**config.mk**
```make
export PLATFORM = sky130hd
export DESIGN_NAME = mips_muldiv_ctrl_flat
export DESIGN_NICKNAME = d
export VERILOG_FILES = /design/src/rtl/mips_muldiv_pkg.sv /design/src/rtl/mips_muldiv_if.sv /design/src/rtl/mips_muldiv_step.sv /design/src/rtl/mips_muldiv_ctrl.sv /design/src/flat_wrapper.sv
export SDC_FILE = /design/constraint.sdc
export NUM_CORES = 1
export LEC_CHECK = 0
export BUFFER_PORTS_ARGS = -buffer_cell sky130_fd_sc_hd__buf_2
export CAP_MARGIN = 20
export CORE_ASPECT_RATIO = 1.25
export CORE_MARGIN = 2
export CORE_UTILIZATION = 50
export CTS_CLUSTER_SIZE = 20
export DETAILED_ROUTE_END_ITERATION = 10
export MAX_ROUTING_LAYER = met4
export PLACE_DENSITY = 0.69
export SETUP_SLACK_MARGIN = 0.1
export SLEW_MARGIN = 5
export SYNTH_ARGS = -nofsm -noshare
export SYNTH_HDL_FRONTEND = slang
export SYNTH_SLANG_ARGS = --single-unit
```
**constraint.sdc**
```tcl
create_clock -name clk -period 7.1 [get_ports clk]
set_clock_uncertainty 0.1 [all_clocks]
set_input_delay 0.355 -clock clk [delete_from_list [all_inputs] [get_ports clk]]
set_output_delay 0.355 -clock clk [all_outputs]
set_load 0.01 [all_outputs]
```
**src/rtl/mips_muldiv_pkg.sv**
```systemverilog
// Shared constants for the MIPS multiply/divide unit.
// Holds the op encodings, the FSM state type, the iteration count and the counter width.
package mips_muldiv_pkg;

  localparam int ITER  = 32;
  localparam int CNT_W = 5;

  localparam logic [1:0] OP_MULT  = 2'b00;
  localparam logic [1:0] OP_MULTU = 2'b01;
  localparam logic [1:0] OP_DIV   = 2'b10;
  localparam logic [1:0] OP_DIVU  = 2'b11;

  typedef enum logic [1:0] {
    S_IDLE = 2'd0,
    S_CALC = 2'd1,
    S_FIX  = 2'd2,
    S_DONE = 2'd3
  } state_t;

endpackage

```
**src/rtl/mips_muldiv_if.sv**
```systemverilog
// Handshake and result bus between the MIPS datapath and the mul/div unit.
//   start/op/rs_val/rt_val : issue side, driven by the datapath (master)
//   busy/done/div_by_zero  : status, driven by the unit (slave)
//   hi/lo                  : architectural HI/LO registers
interface mips_muldiv_if #(parameter int WIDTH = 32);
  logic             start;
  logic [1:0]       op;
  logic [WIDTH-1:0] rs_val;
  logic [WIDTH-1:0] rt_val;
  logic             busy;
  logic             done;
  logic             div_by_zero;
  logic [WIDTH-1:0] hi;
  logic [WIDTH-1:0] lo;

  modport master (output start, op, rs_val, rt_val,
                  input  busy, done, div_by_zero, hi, lo);
  modport slave  (input  start, op, rs_val, rt_val,
                  output busy, done, div_by_zero, hi, lo);
endinterface

```
**src/rtl/mips_muldiv_step.sv**
```systemverilog
// One combinational iteration of the shared mul/div accumulator.
//   acc_i   : 2*WIDTH+1 accumulator
//             multiply: [2W:W] partial product high, [W-1:0] remaining multiplier bits
//             divide  : [2W:W] remainder,            [W-1:0] dividend / quotient bits
//   opnd_i  : multiplicand or divisor magnitude
//   div_i   : 1 selects the divide step
//   acc_o   : next accumulator (quotient bit position left 0)
//   q_bit_o : quotient bit of this iteration (0 for multiply)
module mips_muldiv_step #(parameter int WIDTH = 32) (
  input  logic [2*WIDTH:0] acc_i,
  input  logic [WIDTH-1:0] opnd_i,
  input  logic             div_i,
  output logic [2*WIDTH:0] acc_o,
  output logic             q_bit_o
);

  logic [WIDTH:0]   mul_sum;
  logic [WIDTH:0]   rem_sh;
  logic [WIDTH+1:0] trial;
  logic             q_bit;

  always_comb begin
    // Upper word never exceeds WIDTH bits before the add, so WIDTH+1 bits hold the sum.
    mul_sum = acc_i[0] ? (acc_i[2*WIDTH:WIDTH] + {1'b0, opnd_i}) : acc_i[2*WIDTH:WIDTH];
    rem_sh  = acc_i[2*WIDTH-1:WIDTH-1];
    trial   = {1'b0, rem_sh} - {2'b00, opnd_i};
    q_bit   = ~trial[WIDTH+1];
    if (div_i) begin
      acc_o   = {(q_bit ? trial[WIDTH:0] : rem_sh), acc_i[WIDTH-2:0], 1'b0};
      q_bit_o = q_bit;
    end else begin
      acc_o   = {1'b0, mul_sum, acc_i[WIDTH-1:1]};
      q_bit_o = 1'b0;
    end
  end

endmodule

```
**src/rtl/mips_muldiv_ctrl.sv**
```systemverilog
// Iterative MULT/MULTU/DIV/DIVU unit with HI/LO for the MIPS datapath.
//   clk, rst_n : clock, synchronous active-low reset
//   bus        : slave side of mips_muldiv_if (issue, status, HI/LO)
//
// state  | meaning
// IDLE   | waiting for start
// CALC   | one shift-add / shift-subtract iteration per cycle
// FIX    | sign correction, HI/LO written at end of cycle
// DONE   | done pulse; a new start is accepted here as in IDLE
module mips_muldiv_ctrl
  import mips_muldiv_pkg::*;
#(
  parameter int WIDTH = 32,
  parameter int ITER  = mips_muldiv_pkg::ITER
) (
  input  logic          clk,
  input  logic          rst_n,
  mips_muldiv_if.slave  bus
);

  state_t             state_q, state_d;
  logic [CNT_W-1:0]   cnt_q, cnt_d;
  logic [2*WIDTH:0]   acc_q, acc_d;
  logic [WIDTH-1:0]   opnd_q, opnd_d;
  logic               is_div_q, is_div_d;
  logic               neg_res_q, neg_res_d;
  logic               neg_rem_q, neg_rem_d;
  logic               dz_q, dz_d;
  logic [WIDTH-1:0]   hi_q, hi_d;
  logic [WIDTH-1:0]   lo_q, lo_d;

  logic [2*WIDTH:0]   step_acc;
  logic               step_q_bit;
  logic               a_neg, b_neg;
  logic [WIDTH-1:0]   a_mag, b_mag;
  logic [2*WIDTH-1:0] prod;

  mips_muldiv_step #(.WIDTH(WIDTH)) u_step (
    .acc_i   (acc_q),
    .opnd_i  (opnd_q),
    .div_i   (is_div_q),
    .acc_o   (step_acc),
    .q_bit_o (step_q_bit)
  );

  always_comb begin
    state_d   = state_q;
    cnt_d     = cnt_q;
    acc_d     = acc_q;
    opnd_d    = opnd_q;
    is_div_d  = is_div_q;
    neg_res_d = neg_res_q;
    neg_rem_d = neg_rem_q;
    dz_d      = dz_q;
    hi_d      = hi_q;
    lo_d      = lo_q;

    // Signed ops (op[0]==0) work on magnitudes; 0x80000000 negates to itself, read unsigned.
    a_neg = ~bus.op[0] & bus.rs_val[WIDTH-1];
    b_neg = ~bus.op[0] & bus.rt_val[WIDTH-1];
    a_mag = a_neg ? -bus.rs_val : bus.rs_val;
    b_mag = b_neg ? -bus.rt_val : bus.rt_val;
    prod  = neg_res_q ? -acc_q[2*WIDTH-1:0] : acc_q[2*WIDTH-1:0];

    case (state_q)
      S_IDLE, S_DONE: begin
        state_d = S_IDLE;
        if (bus.start) begin
          dz_d = bus.op[1] && (bus.rt_val == '0);
          if (bus.op[1] && (bus.rt_val == '0)) begin
            state_d = S_DONE;
          end else begin
            state_d   = S_CALC;
            cnt_d     = '0;
            is_div_d  = bus.op[1];
            neg_res_d = a_neg ^ b_neg;
            neg_rem_d = a_neg;
            opnd_d    = bus.op[1] ? b_mag : a_mag;
            acc_d     = {{(WIDTH+1){1'b0}}, (bus.op[1] ? a_mag : b_mag)};
          end
        end
      end
      S_CALC: begin
        acc_d = {step_acc[2*WIDTH:1], step_acc[0] | step_q_bit};
        cnt_d = cnt_q + 1'b1;
        if (cnt_q == CNT_W'(ITER - 1)) state_d = S_FIX;
      end
      S_FIX: begin
        if (is_div_q) begin
          lo_d = neg_res_q ? -acc_q[WIDTH-1:0] : acc_q[WIDTH-1:0];
          hi_d = neg_rem_q ? -acc_q[2*WIDTH-1:WIDTH] : acc_q[2*WIDTH-1:WIDTH];
        end else begin
          hi_d = prod[2*WIDTH-1:WIDTH];
          lo_d = prod[WIDTH-1:0];
        end
        state_d = S_DONE;
      end
      default: state_d = S_IDLE;
    endcase
  end

  always_ff @(posedge clk) begin
    if (!rst_n) begin
      state_q   <= S_IDLE;
      cnt_q     <= '0;
      acc_q     <= '0;
      opnd_q    <= '0;
      is_div_q  <= 1'b0;
      neg_res_q <= 1'b0;
      neg_rem_q <= 1'b0;
      dz_q      <= 1'b0;
      hi_q      <= '0;
      lo_q      <= '0;
    end else begin
      state_q   <= state_d;
      cnt_q     <= cnt_d;
      acc_q     <= acc_d;
      opnd_q    <= opnd_d;
      is_div_q  <= is_div_d;
      neg_res_q <= neg_res_d;
      neg_rem_q <= neg_rem_d;
      dz_q      <= dz_d;
      hi_q      <= hi_d;
      lo_q      <= lo_d;
    end
  end

  assign bus.busy        = (state_q != S_IDLE);
  assign bus.done        = (state_q == S_DONE);
  assign bus.div_by_zero = dz_q;
  assign bus.hi          = hi_q;
  assign bus.lo          = lo_q;

endmodule

```
**src/flat_wrapper.sv**
```systemverilog
// flat-port wrapper written by rule: the top's interface ports become plain ports
module mips_muldiv_ctrl_flat import mips_muldiv_pkg::*;
#(
  parameter int WIDTH = 32,
  parameter int ITER  = mips_muldiv_pkg::ITER
)
  (clk, rst_n, bus_start, bus_op, bus_rs_val, bus_rt_val, bus_busy, bus_done, bus_div_by_zero, bus_hi, bus_lo);
  mips_muldiv_if #(.WIDTH(WIDTH)) bus_i ();
  input  logic clk;
  input  logic rst_n;
  input wire logic [$bits(bus_i.start)-1:0] bus_start;
  input wire logic [$bits(bus_i.op)-1:0] bus_op;
  input wire logic [$bits(bus_i.rs_val)-1:0] bus_rs_val;
  input wire logic [$bits(bus_i.rt_val)-1:0] bus_rt_val;
  output wire logic [$bits(bus_i.busy)-1:0] bus_busy;
  output wire logic [$bits(bus_i.done)-1:0] bus_done;
  output wire logic [$bits(bus_i.div_by_zero)-1:0] bus_div_by_zero;
  output wire logic [$bits(bus_i.hi)-1:0] bus_hi;
  output wire logic [$bits(bus_i.lo)-1:0] bus_lo;
  assign bus_i.start = bus_start;
  assign bus_i.op = bus_op;
  assign bus_i.rs_val = bus_rs_val;
  assign bus_i.rt_val = bus_rt_val;
  assign bus_busy = bus_i.busy;
  assign bus_done = bus_i.done;
  assign bus_div_by_zero = bus_i.div_by_zero;
  assign bus_hi = bus_i.hi;
  assign bus_lo = bus_i.lo;
  mips_muldiv_ctrl #(.WIDTH(WIDTH), .ITER(ITER)) u_core (.clk(clk), .rst_n(rst_n), .bus(bus_i));
endmodule
```
==> After elaboration in Yosys (flattened, before gate mapping) <==
Cells that the tools add are included.
{ "op_classes": {"add_sub_neg": 8, "eq_ne": 7, "n_mux": 23, "bitwise_logic": 7, "reduce_logical": 9} }
{ "op_table": {"columns": ["op", "count"], "rows": [
  ["two-way mux 32 bit", 8],
  ["two-way mux 65 bit", 3],
  ["case mux 65 bit (2 select lines)", 1],
  ["negation 32 bit", 4],
  ["two-way mux 33 bit", 2],
  ["two-way mux 64 bit", 1],
  ["negation 64 bit", 1],
  ["subtractor 33 x 32 -> 34 bit", 1],
  ["adder 33 x 32 -> 33 bit", 1],
  ["logical NOT 32 bit", 1],
  ["two-way mux 5 bit", 2],
  ["case mux 5 bit (2 select lines)", 1],
  ["two-way mux 2 bit", 3],
  ["case mux 2 bit (3 select lines)", 1],
  ["AND reduction 3 bit", 2],
  ["adder 5 x 1 -> 5 bit (second input constant)", 1],
  ["== test 5 bit (second input constant)", 1],
  ["== test 2 bit (second input constant)", 2],
  ["!= test 2 bit (second input constant)", 2],
  ["nonzero test 2 bit", 2],
  ["inverter 1 bit", 3],
  ["AND 1 bit", 2],
  ["== test 2 x 1 -> 1 bit (second input constant)", 1],
  ["logical NOT 2 bit", 1],
  ["other kinds (7)", 7]
]} }
{ "totals": {"ff_bits": 172, "input_bits": 69, "out_inout_bits": 67, "wordCells": 64} }

==> Longest topological paths before layout <==
Gate-level depths: netlist of run 1.
{ "logic_depth": {"word_depth": 7, "ltp_mapped": 13, "ltp_nobuf": 13} }

==> Modules after synthesis <==
Synthesis of run 1 repeated with hierarchy kept, for this count alone.
{ "unflattened": {"hier_cells": 2052, "hier_area_um2": 15396.0} }
{ "by_module_without_submodules": {"columns": ["module", "n_inst", "cells_per_inst", "area_each_um2", "seq_area_each_um2"], "rows": [
  ["mips_muldiv_ctrl", 1, 1367, 10575.1, 3443.3],
  ["mips_muldiv_step", 1, 685, 4820.9, 0.0]
]} }

==> Least setup slack after synthesis of run 1 <==
No wires, ideal clock.
{ "synth_timing": {"path_kind": "register to register", "start": "reg u_core.acc_q[31]", "end": "reg u_core.acc_q[64]", "setup_time_ps": 122, "t_arrival_ps": 3035, "t_required_ps": 6878, "slack_ps": 3844, "path_stages_with_launch": 14, "path_buffers": 0, "period_less_slack_ps": 3256, "cell_sequence": "dfxtp_1 > inv_1 > ha_1 > inv_1 > fa_1 > a211oi_1 > or3_1 > a21o_1 > a41oi_1 > a311o_1 > a221o_1 > a41oi_1 > nor3_1 > a221o_1"} }
{ "synth_between": {"elab_chain_len": 4} }
{ "synth_lines": {"columns": ["element", "line", "text"], "rows": [
  ["from (decl)", "mips_muldiv_ctrl.sv:23", "logic [2*WIDTH:0] acc_q, acc_d;"],
  ["from (signal assigned)", "mips_muldiv_ctrl.sv:106", "acc_q <= '0;"],
  ["from (signal assigned)", "mips_muldiv_ctrl.sv:117", "acc_q <= acc_d;"],
  ["subtractor 33 x 32 -> 34 bit", "mips_muldiv_step.sv:26", "trial = {1'b0, rem_sh} - {2'b00, opnd_i};"],
  ["two-way mux 33 bit", "mips_muldiv_step.sv:29", "acc_o = {(q_bit ? trial[WIDTH:0] : rem_sh), acc_i[WIDTH-2:0], 1'b0};"],
  ["two-way mux 65 bit", "mips_muldiv_step.sv:28", "if (div_i) begin"],
  ["case mux 65 bit (2 select lines)", "mips_muldiv_ctrl.sv:65", "case (state_q)"]
]} }
No other way between the ends.
A chain may end at the register's enable or synchronous reset.

==> Worst setup path after layout of run 1 <==
{ "layout_timing": {"start": "reg u_core.acc_q[49]", "end": "reg u_core.acc_q[43]"} }
The elaborated chain is that of the path after synthesis.

==> impl_metrics.json, run 1 <==
{
  "post-cts-setup-buffer-count": 0,
  "cts_tree": "built",
  "slew_headroom": 0.251,
  "ys_async_sr_fraction": 0,
  "rsz0062_at_grt": "false",
  "nFillCells": 2847,
  "grt_overflow_total": 0,
  "io_buffers": 135,
  "seq_area_mm2": 0.00345,
  "clockRootBuffer": "clkbuf_16",
  "worst_pin_slew_ns": 1.11,
  "die-area_mm2": 0.0307,
  "rr_endpoint": "u_core.acc_q[43]",
  "die_w_um": 157,
  "synth_top_cell_by_area": "dfxtp_1",
  "setup_viol": 0,
  "min_from": "bus_start",
  "synth_most_common_cell": "nor2_1",
  "fin_tns_setup_ns": 0,
  "finalCriticalPeriod_ns": 4.21,
  "fmax_ghz": 0.237,
  "reg2reg_slack_ns": 2.89,
  "whs_endpoint": "u_core.state_q[1]",
  "critPathKind": "flop to flop",
  "timing.rr.start": "u_core.acc_q[49]",
  "rows": 70,
  "via_count": 15100,
  "clkTransAtPathRegs_ns": 0.07,
  "core-area_mm2": 0.0290,
  "comb_power_share": 0.535,
  "routedWlPerCell_um": 20.8,
  "ff2ff_path_depth": 11,
  "maxCapViolations": 0,
  "dr.first_iter.drc_count": 1717,
  "synth.distinct_cells": 74,
  "hp-class": "input pin to flop",
  "n_antenna_cell": 0,
  "synth_flop_cell": "dfxtp_1",
  "worstPathMaxFanout": 23,
  "cts_max_level": 4,
  "synth-simple-area-share": 0.208,
  "synth_commonest_cells": "nor2_1, nand2_1, dfxtp_1",
  "nets": 2176,
  "clock_latency_ns": 0.45,
  "yosysSeqAreaShare": 0.235,
  "holdPathStages": 3,
  "clockPowerShare": 0.175,
  "ctsResizeCount": 0,
  "slew_violations": 0,
  "netSwitchingPower_w": 0.00256,
  "ys_ff_latch": 172,
  "crit_required_ns": 7.33,
  "multi_input_area_mm2": 0.0104,
  "ctsLongestPathBuffers": 2,
  "synth_edf_count": 0,
  "antenna_found_initial": 0,
  "outcome": "finished clean",
  "syn_nets": 2134,
  "final_area_mm2": 0.0160,
  "grt_use_total": 0.336,
  "swShare": 0.485,
  "cts_buffers": 17,
  "power_leakage_nw": 6.56,
  "cp_slowest_cell": "dfxtp_1",
  "die_y_um": 195,
  "cellPowerDensity_mw_per_mm2": 329,
  "cp-start-kind": "flop",
  "start_util": 0.505,
  "post_synth_mux_area_share": 0.0562,
  "ant_nets": 0,
  "grt_max_degree": 76,
  "postPlaceCellArea_mm2": 0.0155,
  "whs_ns": 0.136,
  "syn-cell-area_mm2": 0.0146,
  "area_delta_synth_final_pct": 9.63,
  "ctsHoldBuffers": 0,
  "viasPerCell": 6.18,
  "grt_first_pass_wirelength_um": 78400,
  "clock_sinks": 172,
  "yosysWarnings": 0,
  "hold_viol": 0,
  "synth_compound_area_frac": 0.278,
  "synthTopCellsByArea": "dfxtp_1, ha_1, nor2_1, a21oi_1, xnor2_1",
  "p_seq_frac": 0.290,
  "ir_drop_v": 0.000231,
  "internal_power_w": 0.00272,
  "crit_chain": "ha_1, nand2_1, or3_1, o32ai_1, a21boi_0, a211o_1, o21a_1, nor2_1, buf_4, mux2_2, a221o_1",
  "pin_count": 136,
  "cp_top_family": "compound AO/OA/AOI/OAI gates",
  "syn_area_per_cell_um2": 7.35,
  "synthXorXnorAreaFrac": 0.102,
  "place_hpwl_um": 38400,
  "synth_top_family_by_area": "compound AO/OA/AOI/OAI gates",
  "fin_crit_sh": 0.594,
  "arrival_ns": 4.45,
  "drive_gt1_frac": 0.111,
  "wl_um": 50700,
  "slowest_delay_ns": 0.67,
  "cp-end-kind": "flop",
  "grt_pass1_vias": 14100,
  "worst-path-buf-inv": 1,
  "dr.pass1.iters": 6,
  "synthCells": 1989,
  "place.gp.congestion": 0.990,
  "drc": 0,
  "synthAdderAreaFrac": 0.0660,
  "yosysTopAreaCellShare": 0.235
}
-- power by group through the flow --
| stage | Sequential, W | Combinational, W | Clock [W] |
|---|---|---|---|
| after global placement | 0.00153 | 0.00275 | 0 |
| after CTS | 0.00152 | 0.00279 | 0.000932 |
| after global routing | 0.00155 | 0.00308 | 0.000973 |
| after detailed placement | 0.00154 | 0.00277 | 0 |
| final | 0.00153 | 0.00282 | 0.000924 |
| after floorplan | 0.00144 | 0.00203 | 0 |
-- how the worst max path moves through the flow --
stage	start	endpoint	slack [ns]	cells past startpoint
floorplan	u_core.acc_q[31]	u_core.acc_q[64]	3.84	13
global placement	bus_rt_val[0]	u_core.acc_q[56]	2.92	12
detailed placement	u_core.acc_q[37]	u_core.acc_q[51]	2.90	9
CTS	u_core.acc_q[37]	u_core.acc_q[51]	2.88	9
global route	u_core.acc_q[50]	u_core.acc_q[43]	2.70	11
finish	u_core.acc_q[49]	u_core.acc_q[43]	2.89	11
-- cell usage in the layout, fill, tap and decap left out, drive strengths merged, types with 30 or more instances in the layout --
cell type and instances:
a21oi 155, xor2 85, o21ai 153, ha 74, nor3 46, inv 82, a211oi 90, nand2 186
xnor2 85, dfxtp 172, a21o 30, mux2i 72, nand3 37, buf 157, nor2 237
-- worst register-to-register path: stages, from the launching register on --
cell	delay, ns
dfxtp_1	0.67
ha_1	0.32
nand2_1	0.13
or3_1	0.41
o32ai_1	0.17
a21boi_0	0.21
a211o_1	0.37
o21a_1	0.49
nor2_1	0.33
buf_4	0.27
mux2_2	0.36
a221o_1	0.29
-- per-layer routing --
layer / track usage / vias to the layer above / share of wire
met4: 0.153 / 0 / 0.048
li1: - / 7267 / -
met5: - / - / 0
met2: 0.556 / 567 / 0.48
met3: 0.0368 / 123 / 0.050
met1: 0.411 / 7133 / 0.42
-- cell families (layout without fill, tap and decap cells) --
logic type,count (synthesis),count (layout)
buffers and inverters,209,264
DFF,172,172
AOI/OAI and AO/OA,626,626
muxes,81,81
adders and majority gates,76,76
xor gates and xnor gates,170,170
and+or+nand+nor,655,655
-- sequential cells by signal, indices dropped and copies added (netlist names) --
signal,count
u_core.acc_q,65
u_core.opnd_q,32
u_core.neg_rem_q,1
u_core.bus.lo,32
u_core.cnt_q,5
u_core.is_div_q,1
u_core.bus.hi,32
u_core.state_q,2
u_core.neg_res_q,1
u_core.bus.div_by_zero,1
-- cell type report --
class / instances / share of cell area
well taps: 396 / 0.0309
clock buffers: 18 / 0.0268
flip-flops and latches: 172 / 0.215
clock inverters: 14 / 0.00827
multi-input cells: 1608 / 0.649
repair buffers: 157 / 0.0523
inverters: 75 / 0.0177
-- stage by stage --
stage | power [W] | worst slack (ns) | utilization | instances
after floorplan | 0.00347 | 3.84 | - | 1989
after global placement | 0.00428 | 2.92 | 0.534 | 2407
after detailed placement | 0.00431 | 2.90 | 0.534 | 2407
after CTS | 0.00524 | 2.88 | 0.553 | 2439
after global routing | 0.00560 | 2.70 | 0.553 | 2440
final | 0.00527 | 2.89 | 0.553 | 2440
(Power assumes the default switching activity.)
==> inputs of run 2 (changes only) <==
clock period = 4 ns   (was 7.1 ns; I/O delays follow)
==> run 2 against run 1 <==
Effect of this change:
- first-iteration DRC count shrank 11%
- cell count grew 2.0%
- routed wire length grew 1.5%
- die area is the same
- core utilization grew 1.4 points
- non-clock buffer count grew 49
- combinational power grew 86%
- setup slack lost 2.5 ns
- sequential share of layout area shrank 0.52 points
- count of clock-buffer cells in the layout is the same
- sequential cell count is the same
- critical path type unchanged
- highest routed layer unchanged
==> impl_metrics.json, run 2 (same netlist as run 1, synthesis figures left out) <==
{
  "n_antenna_cell": 0,
  "ff2ff_path_depth": 10,
  "grt_overflow_total": 0,
  "finalCriticalPeriod_ns": 3.66,
  "slew_violations": 0,
  "rows": 70,
  "drc": 0,
  "post-cts-setup-buffer-count": 0,
  "cp-end-kind": "flop",
  "grt_use_total": 0.341,
  "place.gp.congestion": 0.986,
  "cp-start-kind": "flop",
  "antenna_found_initial": 0,
  "die_y_um": 195,
  "layout_common_cells": "nor2_1, nand2_1, dfxtp_1",
  "clock_sinks": 172,
  "via_count": 15400,
  "hold_viol": 0,
  "holdPathStages": 4,
  "met2_length_um": 24700,
  "cts_max_level": 4,
  "hp-class": "input pin to flop",
  "cts_tree": "built",
  "dr_wl_met3_um": 2780,
  "wl_um": 51500,
  "core-area_mm2": 0.0290,
  "grt_max_degree": 75,
  "arrival_ns": 3.89,
  "highest_layer": "met4",
  "place_hpwl_um": 39900,
  "dr.first_iter.drc_count": 1520,
  "whs_ns": 0.113,
  "io_buffers": 135,
  "min_from": "bus_rt_val[31]",
  "p_total_w": 0.00954,
  "fin_tns_setup_ns": 0,
  "drive_gt1_frac": 0.132,
  "die_w_um": 157,
  "largest_register": "u_core.acc_q",
  "dr.pass1.iters": 5,
  "setup_viol": 0,
  "fmax_ghz": 0.273,
  "outcome": "finished clean",
  "maxCapViolations": 0,
  "final_area_mm2": 0.0164,
  "cellPowerDensity_mw_per_mm2": 580,
  "viasPerCell": 6.20,
  "clock_latency_ns": 0.44,
  "worst_pin_slew_ns": 0.925,
  "whs_endpoint": "u_core.opnd_q[31]",
  "met1_length_um": 21200,
  "clkTransAtPathRegs_ns": 0.07,
  "pin_count": 136,
  "nFillCells": 2820,
  "final_common_cell": "nor2_1",
  "ctsLongestPathBuffers": 2,
  "slew_headroom": 0.384,
  "largest_reg_flops": 65,
  "cts_buffers": 17,
  "routedWlPerCell_um": 20.7,
  "power_leakage_nw": 6.83,
  "critPathKind": "flop to flop",
  "grt_pass1_vias": 14300,
  "die-area_mm2": 0.0307,
  "grt_first_pass_wirelength_um": 79300,
  "worstPathMaxFanout": 15,
  "start_util": 0.505,
  "fin_crit_sh": 0.916,
  "postPlaceCellArea_mm2": 0.0158,
  "timing.rr.start": "u_core.acc_q[33]",
  "crit_required_ns": 4.22,
  "nets": 2225,
  "rsz0062_at_grt": "true",
  "rr_endpoint": "u_core.acc_q[43]",
  "ant_nets": 0,
  "ir_drop_v": 0.000395,
  "area_delta_synth_final_pct": 12.4,
  "clockRootBuffer": "clkbuf_16",
  "reg2reg_slack_ns": 0.34
}
-- run 2: cell count changes in the layout (fill, tap and decap cells not counted), sizes merged --
cell	change
clkinv	+1
clkinvlp	-1
dlygate4sd3	+1
buf	+48
-- run 2: routing by layer --
metal  up-vias  GRT usage
met3       137     0.0322
met5         -          -
li1       7360          -
met1      7306      0.416
met2       620      0.558
met4         0      0.173
-- run 2: worst max-delay path by stage --
stage / from / endpoint / slack, ns / cells after the start
floorplan: u_core.acc_q[31] / u_core.acc_q[64] / 0.74 / 13
global placement: u_core.acc_q[31] / u_core.acc_q[64] / 0.33 / 13
detailed placement: u_core.acc_q[31] / u_core.acc_q[64] / 0.30 / 13
CTS: u_core.acc_q[31] / u_core.acc_q[64] / 0.30 / 13
global route: u_core.acc_q[31] / u_core.acc_q[64] / 0.09 / 13
finish: u_core.acc_q[33] / u_core.acc_q[43] / 0.34 / 10
-- run 2: critical path: stages (launching register included) --
cell and delay [ns]:
dfxtp_1 0.44, ha_1 0.46, and4_1 0.20, o21ai_1 0.09
a31o_2 0.29, a211o_1 0.30, a211o_1 0.37, o21a_1 0.41
nor2_1 0.24, mux2_2 0.35, a221o_1 0.30
-- run 2: power breakdown --
part / total [W] / internal, W / switching, W
clock: 0.00167 / 0.000849 / 0.000818
combinational: 0.00524 / 0.00194 / 0.00330
sequential: 0.00263 / 0.00215 / 0.000486
total: 0.00954 / 0.00494 / 0.00460
-- run 2: layout make-up --
type / instances / area, um^2 / area share
tap: 396 / 495 / 0.0301
multi-input combinational: 1608 / 10400 / 0.634
clock inverter: 14 / 148 / 0.00898
sequential: 172 / 3450 / 0.210
clock buffer: 18 / 439 / 0.0267
inverter: 75 / 284 / 0.0173
timing repair buffer: 206 / 1210 / 0.0737
-- run 2: what timing repair did --
| item | in CTS | in global routing |
|---|---|---|
| setup endpoints to repair | 0 | 2 |
| gates resized for setup | 0 | 2 |
| hold buffers | 1 | 0 |
| hold endpoints to repair | 1 | 0 |
-- run 2: per-stage QoR --
stage          instances   util  setup slack (ns)
6_report            2489  0.567             0.338
5_1_grt             2489  0.567            0.0940
4_1_cts             2489  0.567             0.301
3_5_place_dp        2456  0.546             0.297
3_3_place_gp        2456  0.546             0.329
2_1_floorplan       1989      -             0.744
==> inputs of run 3 (changes only) <==
clock period = 4.1 ns   (was 4 ns; I/O delays follow)
==> run 3 against run 2 <==
Effect of this change:
- routed wire length rose by 2.0%
- total power decreased by 0.58%
- clock power grew 5%
- design area up 0.53%
- largest cell class unchanged
==> impl_metrics.json, run 3 (same netlist as run 1, synthesis figures left out) <==
{
  "post-cts-setup-buffer-count": 0,
  "grtUsageMet2": 0.566,
  "drc": 0,
  "worstPathMaxFanout": 4,
  "start_util": 0.505,
  "grt_max_degree": 101,
  "die_w_um": 157,
  "grt_util_met3": 0.0439,
  "grt_pass1_vias": 14500,
  "core-area_mm2": 0.0290,
  "finalCriticalPeriod_ns": 3.82,
  "place_hpwl_um": 40500,
  "slew_violations": 0,
  "ctsLongestPathBuffers": 2,
  "cp-end-kind": "flop",
  "clkTransAtPathRegs_ns": 0.07,
  "clockRootBuffer": "clkbuf_16",
  "grt_use_total": 0.347,
  "largest_reg_flops": 65,
  "outcome": "finished clean",
  "hold_viol": 0,
  "n_antenna_cell": 0,
  "arrival_ns": 4.06,
  "cp_slowest_cell": "a311o_1",
  "crit_required_ns": 4.34,
  "multi_input_area_mm2": 0.0104,
  "place.gp.congestion": 0.941,
  "setup_viol": 0,
  "cts_buffers": 17,
  "wl_um": 52500,
  "dr.first_iter.drc_count": 1558,
  "viasPerCell": 6.21,
  "pin_count": 136,
  "routedWlPerCell_um": 21.1,
  "dr.pass1.iters": 6,
  "die-area_mm2": 0.0307,
  "maxCapViolations": 0,
  "grt.met1_usage": 0.414,
  "seq_area_mm2": 0.00345,
  "rsz0062_at_grt": "false",
  "nets": 2231,
  "p_total_w": 0.00948,
  "layout_common_cells": "nor2_1, nand2_1, dfxtp_1",
  "ant_nets": 0,
  "cts_tree": "built",
  "slew_headroom": 0.288,
  "cts_max_level": 4,
  "nFillCells": 2787,
  "critPathKind": "flop to flop",
  "slowest_delay_ns": 0.48,
  "clock_latency_ns": 0.45,
  "fin_tns_setup_ns": 0,
  "largest_register": "u_core.acc_q",
  "io_buffers": 135,
  "area_delta_synth_final_pct": 13.0,
  "via_count": 15500,
  "rows": 70,
  "grt-busiest-layer": "met2",
  "hp-class": "input pin to flop",
  "clock_sinks": 172,
  "drive_gt1_frac": 0.134,
  "worst_pin_slew_ns": 1.07,
  "fmax_ghz": 0.262,
  "die_y_um": 195,
  "fin_crit_sh": 0.933,
  "final_common_cell": "nor2_1",
  "cellPowerDensity_mw_per_mm2": 574,
  "grt_first_pass_wirelength_um": 80400,
  "crit_chain": "inv_1, ha_1, inv_1, fa_1, a211oi_1, or3_1, a21o_1, a41oi_1, a311o_1, a221o_1, a41oi_1, nor3_1, a221o_1",
  "ir_drop_v": 0.000378,
  "antenna_found_initial": 0,
  "cp-start-kind": "flop",
  "grt_overflow_total": 0,
  "power_leakage_nw": 6.88
}
run 3: final cells by class:
class,instances,area share
inverter,75,0.0172
clock inverter,13,0.0106
tap,396,0.0300
clock buffer,19,0.0274
sequential,172,0.209
multi-input combinational,1608,0.630
timing repair buffer,212,0.0760
run 3: worst max-delay path, delay by kind of cell, from the launching register on:
family          cells  cell delay (ns)
flops               1             0.34
simple gates        2             0.35
buf+inv             2             0.18
compound gates      7             2.14
fa+ha+maj           2             0.61
run 3: worst paths after layout:
kind                    start                 to  slack [ns]  cells past startpoint
max          u_core.acc_q[31]   u_core.acc_q[64]        0.28                     13
min                     rst_n  u_core.state_q[1]        0.05                      3
max reg2reg  u_core.acc_q[31]   u_core.acc_q[64]        0.28                     13
min reg2reg   u_core.cnt_q[4]    u_core.cnt_q[4]        0.36                      2
run 3: through the flow:
step                std cells  hold slack, ns  utilization  cell area, um^2  setup WS, ns
global placement         2462           0.343        0.548            15900         0.405
global route             2495          0.0632        0.570            16500         0.107
finish                   2495          0.0492        0.570            16500         0.276
floorplan                1989           0.287            -            14600         0.844
CTS                      2495          0.0274        0.570            16500         0.338
detailed placement       2462           0.352        0.548            15900         0.352
run 3: routing by layer:
metal	share of wire	wire length [um]
met1	0.40	21200
met2	0.48	25100
met3	0.061	3220
met4	0.057	3000
met5	0	0
run 3: report_power, final:
group | leakage, nW | internal (W) | total (W) | switching [W]
Clock | 0.310 | 0.000961 | 0.00176 | 0.000796
Combinational | 5.17 | 0.00191 | 0.00515 | 0.00324
Sequential | 1.40 | 0.00209 | 0.00258 | 0.000482
run 3: what timing repair did:
item | 4_1_cts | 5_1_grt
endpoints found under the setup margin | 0 | 2
hold buffers | 1 | 0
resized for setup | 0 | 1
endpoints found under the hold margin | 1 | 0
